`src/rtl/alu_arbiter.sv`:
```
`default_nettype none
// ============================================================================
// alu_arbiter : round-robin sharing of one ALU between two requesters.
// Define ALU_ARB_BACK2BACK_EN to arbitrate in RESP (1 op / 2 cycles). Rev 1.0
// ============================================================================
module alu_arbiter #(
  parameter int W      = 8,
  parameter int OPW    = 4,
  parameter int MAX_OP = 8
) (
  input  logic           Clk,
  input  logic           Reset,
  input  logic           req0,
  input  logic           req1,
  input  logic [OPW-1:0] op0,
  input  logic [OPW-1:0] op1,
  input  logic [W-1:0]   a0,
  input  logic [W-1:0]   a1,
  input  logic [W-1:0]   b0,
  input  logic [W-1:0]   b1,
  output logic           gnt0,
  output logic           gnt1,
  output logic           done,
  output logic           done_id,
  output logic [W-1:0]   res,
  output logic           res_zero,
  output logic           res_parity,
  output logic           res_odd,
  output logic           err,
  output logic           busy,
  output logic [W-1:0]   alu_a,
  output logic [W-1:0]   alu_b,
  output logic [OPW-1:0] alu_op,
  output logic           alu_sc,
  input  logic [W-1:0]   alu_out,
  input  logic           alu_zero,
  input  logic           alu_parity,
  input  logic           alu_odd
);

  localparam logic [OPW-1:0] OP_LIMIT = OPW'(MAX_OP);

  typedef enum logic [1:0] {
    IDLE = 2'd0,
    EXEC = 2'd1,
    RESP = 2'd2
  } state_t;

  state_t state;
  logic   last_gnt;
  logic   sel_id;
  logic   arb_en;
  logic   arb_go;
  logic   arb_id;
  logic   illegal;

  // Both requesting: the one not served last time wins.
  always_comb begin
    arb_go = req0 | req1;
    arb_id = 1'b0;
    if (req0 && req1) arb_id = ~last_gnt;
    else if (req1)    arb_id = 1'b1;
  end

`ifdef ALU_ARB_BACK2BACK_EN
  assign arb_en = (state == IDLE) || (state == RESP);
`else
  assign arb_en = (state == IDLE);
`endif

  assign illegal = (alu_op > OP_LIMIT);
  assign alu_sc  = 1'b0;

  always_ff @(posedge Clk or posedge Reset) begin
    if (Reset) begin
      state      <= IDLE;
      last_gnt   <= 1'b1;
      sel_id     <= 1'b0;
      gnt0       <= 1'b0;
      gnt1       <= 1'b0;
      done       <= 1'b0;
      done_id    <= 1'b0;
      err        <= 1'b0;
      busy       <= 1'b0;
      res        <= '0;
      res_zero   <= 1'b0;
      res_parity <= 1'b0;
      res_odd    <= 1'b0;
      alu_a      <= '0;
      alu_b      <= '0;
      alu_op     <= '0;
    end else begin
      gnt0 <= 1'b0;
      gnt1 <= 1'b0;
      done <= 1'b0;
      err  <= 1'b0;
      if (arb_en && arb_go) begin
        alu_a    <= arb_id ? a1 : a0;
        alu_b    <= arb_id ? b1 : b0;
        alu_op   <= arb_id ? op1 : op0;
        gnt0     <= ~arb_id;
        gnt1     <= arb_id;
        last_gnt <= arb_id;
        sel_id   <= arb_id;
        busy     <= 1'b1;
        state    <= EXEC;
      end else begin
        case (state)
          EXEC: begin
            done    <= 1'b1;
            done_id <= sel_id;
            // Unsupported opcodes never expose the ALU output.
            if (illegal) begin
              res        <= '0;
              res_zero   <= 1'b0;
              res_parity <= 1'b0;
              res_odd    <= 1'b0;
              err        <= 1'b1;
            end else begin
              res        <= alu_out;
              res_zero   <= alu_zero;
              res_parity <= alu_parity;
              res_odd    <= alu_odd;
            end
            state <= RESP;
          end
          RESP: begin
            busy  <= 1'b0;
            state <= IDLE;
          end
          default: begin
            busy  <= 1'b0;
            state <= IDLE;
          end
        endcase
      end
    end
  end

endmodule
`default_nettype wire
```
`config.mk`:
```
export PLATFORM = sky130hd
export DESIGN_NAME = alu_arbiter
export DESIGN_NICKNAME = d
export VERILOG_FILES = /design/src/rtl/alu_arbiter.sv
export SDC_FILE = /design/constraint.sdc
export NUM_CORES = 1
export LEC_CHECK = 0
export CORE_MARGIN = 4
export CORE_UTILIZATION = 40
export CTS_CLUSTER_SIZE = 30
export DETAILED_ROUTE_END_ITERATION = 10
export GPL_ROUTABILITY_DRIVEN = 0
export PLACE_DENSITY = 0.8
export SYNTH_ARGS = -nofsm -noshare
export SYNTH_HDL_FRONTEND = slang
export SYNTH_SLANG_ARGS = --single-unit
```
`constraint.sdc`:
```
create_clock -name Clk -period 2.2 [get_ports Clk]
set_input_delay 0.33 -clock Clk [delete_from_list [all_inputs] [get_ports Clk]]
set_output_delay 0.33 -clock Clk [all_outputs]
set_load 0.05 [all_outputs]
```
=== Word-level counts from Yosys, hierarchy flattened ===
Cells that the tools add are included.

* Word-level logic and storage cells: 47
* Bits in registers: 41

* Mux-type cells: 20
* Reductions and logical operators: 4
* $lt $le $gt $ge: 1
* Eq/ne operators: 2
* Bitwise gates (word level): 4

{| class="wikitable"
|+ Operators with widths
! operator !! count
|-
| 2-to-1 mux 8 bit || 3
|-
| 2-to-1 mux 1 bit || 14
|-
| > comparator 4 bit (second input constant) || 1
|-
| 2-to-1 mux 2 bit || 2
|-
| 2-to-1 mux 4 bit || 1
|-
| NOT 1 bit || 3
|-
| equality test 2 x 1 -> 1 bit (second input constant) || 1
|-
| logical AND 1 bit || 2
|-
| zero test 2 bit || 1
|-
| != test 2 bit (second input constant) || 1
|-
| AND reduction 2 bit || 1
|-
| bitwise OR 1 bit || 1
|}

=== Depth between registers and ports, before layout ===
Gate-level depths: netlist (run 1).

* Depth in word-level cells: 4
* Depth in mapped cells: 4
* Depth with buffers taken out: 4

=== Worst setup path after synthesis (run 1) ===
No wires, ideal clock.

* Path kind: reg2reg
* Start point: reg, netlist name done
* End point: reg alu_a[0]
* Library setup time: 146 ps
* Path slack: 690 ps
* Path buffers: 1
* Arrival: 1364 ps
* Cell stages (with the launch flop): 5
* Clock period less this slack: 1510 ps
* Cell sequence: dfrtp_1 or2_2 clkbuf_2 o21ai_0 o221ai_1

{| class="wikitable"
|+ RTL lines
! what !! line !! source
|-
| to (signal assigned) || 98 || <nowiki>alu_a <= arb_id ? a1 : a0;</nowiki>
|-
| to (decl) || 31 || <nowiki>output logic [W-1:0] alu_a,</nowiki>
|}

=== Worst setup path in the final report (run 1) ===
* Start point: reg alu_op[3]
* End point: out alu_op[3]

{| class="wikitable"
|+ RTL lines
! what !! line !! source
|-
| from (decl) || 33 || <nowiki>output logic [OPW-1:0] alu_op,</nowiki>
|-
| from (signal assigned) || 100 || <nowiki>alu_op <= arb_id ? op1 : op0;</nowiki>
|}

No word-level cell between the ends.

==> metrics.cfg, run 1 <==
[setup_path]
critical_path.max_stage_delay_ns = 0.82
r2r_cells = 3
crit_arrival_ns = 1.53
crit_path_end_kind = output pin
cp_top_family = buffers and inverters
cp_max_fo = 4
required_ns = 1.87
crit-reg2reg-launch = alu_op[2]$_DFFE_PP0P_
worstSetupStartpointType = flop
r2r-end = res[7]$_DFFE_PP0P_
timing_worst_setup_path_type = reg -> out
r2r_setup_slack_ns = 0.64
path_cells = clkdlybuf4s50_1
worst-path-buf-inv = 1
slowest_stage = clkdlybuf4s50_1

[drt]
viasPerCell = 4.88
drt_first_iter_violations = 50
vias = 1528
drt_wl_total_mm = 4.57
ant_nets = 0
wire_per_inst_um = 14.6
dr.pass1.iters = 4
drc = 0

[clock_network]
cts_setup_buffers = 0
cts_inserted_buffers = 5
ctsLongestPathBuffers = 2
root_buffer = clkbuf_8
tritoncts = done
clock_latency_ns = 0.29
cts.sinks = 40
htreeDepth = 2
cts_resized = 0
ctsHoldBuffers = 0
cts.clk_slew.worst_paths_ns = 0.08

[die]
die_area_sq_mm = 0.00543
die_w_um = 73.7
rows = 23
initial_core_util_pct = 42.2
die_y_um = 73.7
core-area_sq_mm = 0.00409
io_pins = 93

[yosys]
synthesis.area_per_instance_sq_um = 10.3
ys_seq_area_share_pct = 58.1
synth_area_sq_mm = 0.00172
synth.top_cells.by_count = inv_1, dfrtp_1, o21ai_0
synth-edff-count = 0
synth_top_flop_cell = dfrtp_1
synth_warnings = 0
postSynthNetCount = 222
ys_async_sr_fraction_pct = 100
yosysTopAreaCell = dfrtp_1
ys_types = 21
netlist_instances = 167
yosysMostFrequentCell = inv_1
ys_seq_elements = 40
synth_top_area_share_pct = 56.6
ys_top_cells_by_area = dfrtp_1, o221ai_1, inv_1

[pwr]
power_density_mw_per_mm2 = 1590
leakage_uw = 0.00134
ir_drop_v = 0.000776
total_power_uw = 4480

[sta]
timing_hold_violations_final = 0
relSlewSlack_pct = 51.0
drv_slew = 0
finalSetupViolCount = 0
fin_crit_sh_pct = 84.4
rsz0062_at_grt = no
finalClockSkew_ns = 0.0104
fin_tns_setup_ns = 0
period_needed_ns = 1.86
hold_ws_ns = 0.370
fin_ws_ns = 0.344
fmax_ghz = 0.539
worst_pin_slew_ns = 0.731

[cells_and_area]
layout-drive-gt1-share_pct = 11.4
final_area_sq_mm = 0.00282
area_growth_pct = 63.5
num_antenna_cells = 0
fin_nets = 317

[global_routing]
overflow = 0
grt_pass1_wl_mm = 7.24
antenna_found_initial = 0
grtUsageTotal_pct = 17.8
grt_pass1_vias = 1531
grt_max_degree = 24

[place]
numPortBuffers = 91
post-place-ws_ns = 0.587
hpwl_mm = 3.49
placed_cell_area_sq_mm = 0.00271

[status]
outcome = complete, no violations

[hold_path]
hold_path_class = in -> async

[flow_run]
cap_violations = 0

placed cells by master, fill, tap and decap left out, drive strengths merged:
| master | n |
|---|---|
| clkdlybuf4s50 | 91 |
| inv | 43 |
| dfrtp | 39 |
| o21ai | 22 |
| o221ai | 20 |
| a22o | 11 |
| buf | 8 |
| nand2 | 6 |
| clkbuf | 5 |
| nor2 | 3 |
| nand3 | 2 |
| nand2b | 2 |
| clkinv | 2 |
| or2 | 1 |
| a21o | 1 |
| or3 | 1 |
| a21oi | 1 |
| and3 | 1 |
| conb | 1 |
| clkinvlp | 1 |
| bufinv | 1 |
| dfstp | 1 |
sequential cells by signal, indices dropped and copies added (netlist names):
name / cells
state: 1
gnt1: 1
alu_op: 4
alu_a: 8
res: 8
err: 1
gnt0: 1
res_odd: 1
done: 1
done_id: 1
last_gnt: 1
res_parity: 1
res_zero: 1
sel_id: 1
busy: 1
alu_b: 8
worst max path at each step:
stage                          start                    to  cells after the start
4_1_cts        alu_op[3]$_DFFE_PP0P_             alu_op[3]                      1
6_report       alu_op[3]$_DFFE_PP0P_             alu_op[3]                      1
5_1_grt               done$_DFF_PP0_                  done                      1
2_1_floorplan         done$_DFF_PP0_  alu_a[0]$_DFFE_PP0P_                      4
3_3_place_gp                    req1      busy$_DFFE_PP0N_                      5
3_5_place_dp                    req0  alu_a[0]$_DFFE_PP0P_                      5
through the flow:
| step | instances | util [%] |
|---|---|---|
| after floorplan | 167 | - |
| after global placement | 305 | 66.3 |
| after detailed placement | 305 | 66.3 |
| after CTS | 313 | 69.0 |
| after global routing | 313 | 69.0 |
| final | 313 | 69.0 |
where the power goes:
group | leakage, uW | total [uW] | switching, uW | internal, uW
Sequential | 0.000499 | 1270 | 186 | 1080
Clock | 0.0000541 | 594 | 258 | 336
Combinational | 0.000789 | 2610 | 1670 | 948
routing by layer:
layer	up-vias	GRT usage (%)	wire, um
met3	4	6.29	419
met1	708	22.2	1770
met5	-	0	0
met2	67	29.0	2340
li1	749	-	-
met4	0	5.43	40
cell families after synthesis:
logic type / count (synthesis) / share of synthesized area [%]
flip-flops: 40 / 58.1
other: 1 / 0.217
AND/OR/NAND/NOR: 16 / 4.72
buffers and inverters: 55 / 13.2
AO/OA/AOI/OAI: 55 / 23.7
layout make-up:
class,instances,area [sq um]
Inverter,44,165
Fill cell,338,1270
Tap cell,50,62.6
Multi-Input combinational cell,72,494
Clock buffer,5,68.8
Clock inverter,3,42.5
Timing Repair Buffer,99,983
Sequential cell,40,1000
Power figures use the tool's default switching activity.
==> run 2: changes to the inputs <==
--- a/config.mk
+++ b/config.mk
@@ -6,11 +6,11 @@
 export NUM_CORES = 1
 export LEC_CHECK = 0
 export CORE_MARGIN = 4
-export CORE_UTILIZATION = 40
+export CORE_UTILIZATION = 39
 export CTS_CLUSTER_SIZE = 30
 export DETAILED_ROUTE_END_ITERATION = 10
 export GPL_ROUTABILITY_DRIVEN = 0
-export PLACE_DENSITY = 0.8
+export PLACE_DENSITY = 0.78
 export SYNTH_ARGS = -nofsm -noshare
 export SYNTH_HDL_FRONTEND = slang
 export SYNTH_SLANG_ARGS = --single-unit
==> constraint.sdc (replaced) <==
create_clock -name Clk -period 1.76 [get_ports Clk]
set_input_delay 0.264 -clock Clk [delete_from_list [all_inputs] [get_ports Clk]]
set_output_delay 0.264 -clock Clk [all_outputs]
set_load 0.05 [all_outputs]
==> metrics.cfg, run 2 (synthesis gave the netlist of run 1 again) <==
[die]
io_pins = 93
rows = 23
core-area_sq_mm = 0.00414
die_y_um = 74.5
die_area_sq_mm = 0.00555
initial_core_util_pct = 41.6
die_w_um = 74.5

[setup_path]
crit_path_end_kind = output pin
worst-path-buf-inv = 1
timing_worst_setup_path_type = reg -> out
cp.depth = 1
cp_top_family = buffers and inverters
critical_path.max_stage_delay_ns = 0.80
path_cells = clkdlybuf4s50_1
r2r_setup_slack_ns = 0.26
required_ns = 1.50
slowest_stage = clkdlybuf4s50_1
r2r_cells = 3
crit_arrival_ns = 1.43
cp_max_fo = 2
worstSetupStartpointType = flop

[clock_network]
cts_inserted_buffers = 5
cts.sinks = 40
ctsLongestPathBuffers = 2
cts_resized = 0
tritoncts = done
clock_latency_ns = 0.29
htreeDepth = 2
cts_setup_buffers = 0
ctsHoldBuffers = 0
cts.clk_slew.worst_paths_ns = 0.07
root_buffer = clkbuf_8

[cells_and_area]
top_regs = alu_a (8), alu_b (8), res (8)
final_cell_mix = clkdlybuf4s50_1, inv_1, dfrtp_1
fin_nets = 317
num_antenna_cells = 0
layout-drive-gt1-share_pct = 21.7
mostFrequentLayoutCell = clkdlybuf4s50_1
fill_cells = 354
area_growth_pct = 59.4

[sta]
timing_hold_violations_final = 0
worst_pin_slew_ns = 0.647
hold_ws_ns = 0.281
finalClockSkew_ns = 0.00472
finalSetupViolCount = 0
relSlewSlack_pct = 56.6
drv_slew = 0
fin_tns_setup_ns = 0
fin_crit_sh_pct = 96.5
rsz0062_at_grt = no
fmax_ghz = 0.589
period_needed_ns = 1.70

[pwr]
power_density_mw_per_mm2 = 1960
ir_drop_v = 0.000943
leakage_uw = 0.00142

[drt]
drt_wl_total_mm = 4.79
dr.pass1.iters = 4
viasPerCell = 4.88
ant_nets = 0
vias = 1528
wire_per_inst_um = 15.3
drt_first_iter_violations = 115
drc = 0

[status]
outcome = complete, no violations

[global_routing]
grt_max_degree = 25
grt_pass1_wl_mm = 7.51
grt_pass1_vias = 1598
overflow = 0
grtUsageTotal_pct = 18.0
antenna_found_initial = 0

[flow_run]
cap_violations = 0

[place]
numPortBuffers = 91
hpwl_mm = 3.65

[hold_path]
hold_path_class = in -> async

run 2: changes by cell type in the layout (fill, tap and decap cells not counted):
cell	delta
clkdlybuf4s50_1	-32
clkbuf_8	+2
buf_4	+28
dlymetal6s2s_1	+4
clkinvlp_4	-1
bufinv_16	-1
clkinv_2	-1
clkbuf_1	+1
run 2: report_power, final:
| group | internal, uW | total, uW | switching, uW |
|---|---|---|---|
| logic | 1070 | 3160 | 2080 |
| clock network | 357 | 657 | 300 |
| registers | 1350 | 1580 | 229 |
| total | 2780 | 5400 | 2610 |
run 2: final cells by class:
| class | count | area [sq um] | area share, % |
|---|---|---|---|
| clock buffers | 8 | 100 | 3.64 |
| inverters | 44 | 165 | 6.01 |
| multi-input cells | 72 | 494 | 18.0 |
| flip-flops and latches | 40 | 1000 | 36.5 |
| well taps | 50 | 62.6 | 2.28 |
| repair buffers | 99 | 923 | 33.6 |
run 2: final timing paths:
path | endpoint | startpoint
max in group asynchronous | gnt1$_DFF_PP0_ | Reset
hold / removal | alu_a[1]$_DFFE_PP0P_ | Reset
setup reg to reg | res[7]$_DFFE_PP0P_ | alu_op[2]$_DFFE_PP0P_
hold reg to reg | done_id$_DFFE_PP0P_ | done_id$_DFFE_PP0P_
min in group Clk | done_id$_DFFE_PP0P_ | done_id$_DFFE_PP0P_
setup / recovery | res[3] | res[3]$_DFFE_PP0P_
run 2: per-stage QoR:
step	std cells	setup slack, ns	util, %	power (uW)	cell area [sq um]
after floorplan	167	0.250	-	3760	1720
after global placement	305	0.249	63.6	4740	2640
after detailed placement	305	0.234	63.6	4770	2640
after CTS	313	0.0226	66.1	5440	2740
after global routing	313	0.00530	66.3	5670	2750
final	313	0.0623	66.3	5400	2750
run 2: layer usage:
| layer | wire, um | part of all wire (%) | vias to the layer above | track usage [%] |
|---|---|---|---|---|
| met1 | 1910 | 40 | 717 | 22.5 |
| met5 | 0 | 0 | - | 0 |
| li1 | - | - | 747 | - |
| met3 | 285 | 5.9 | 13 | 3.78 |
| met4 | 153 | 3.2 | 0 | 10.3 |
| met2 | 2440 | 51 | 51 | 28.8 |
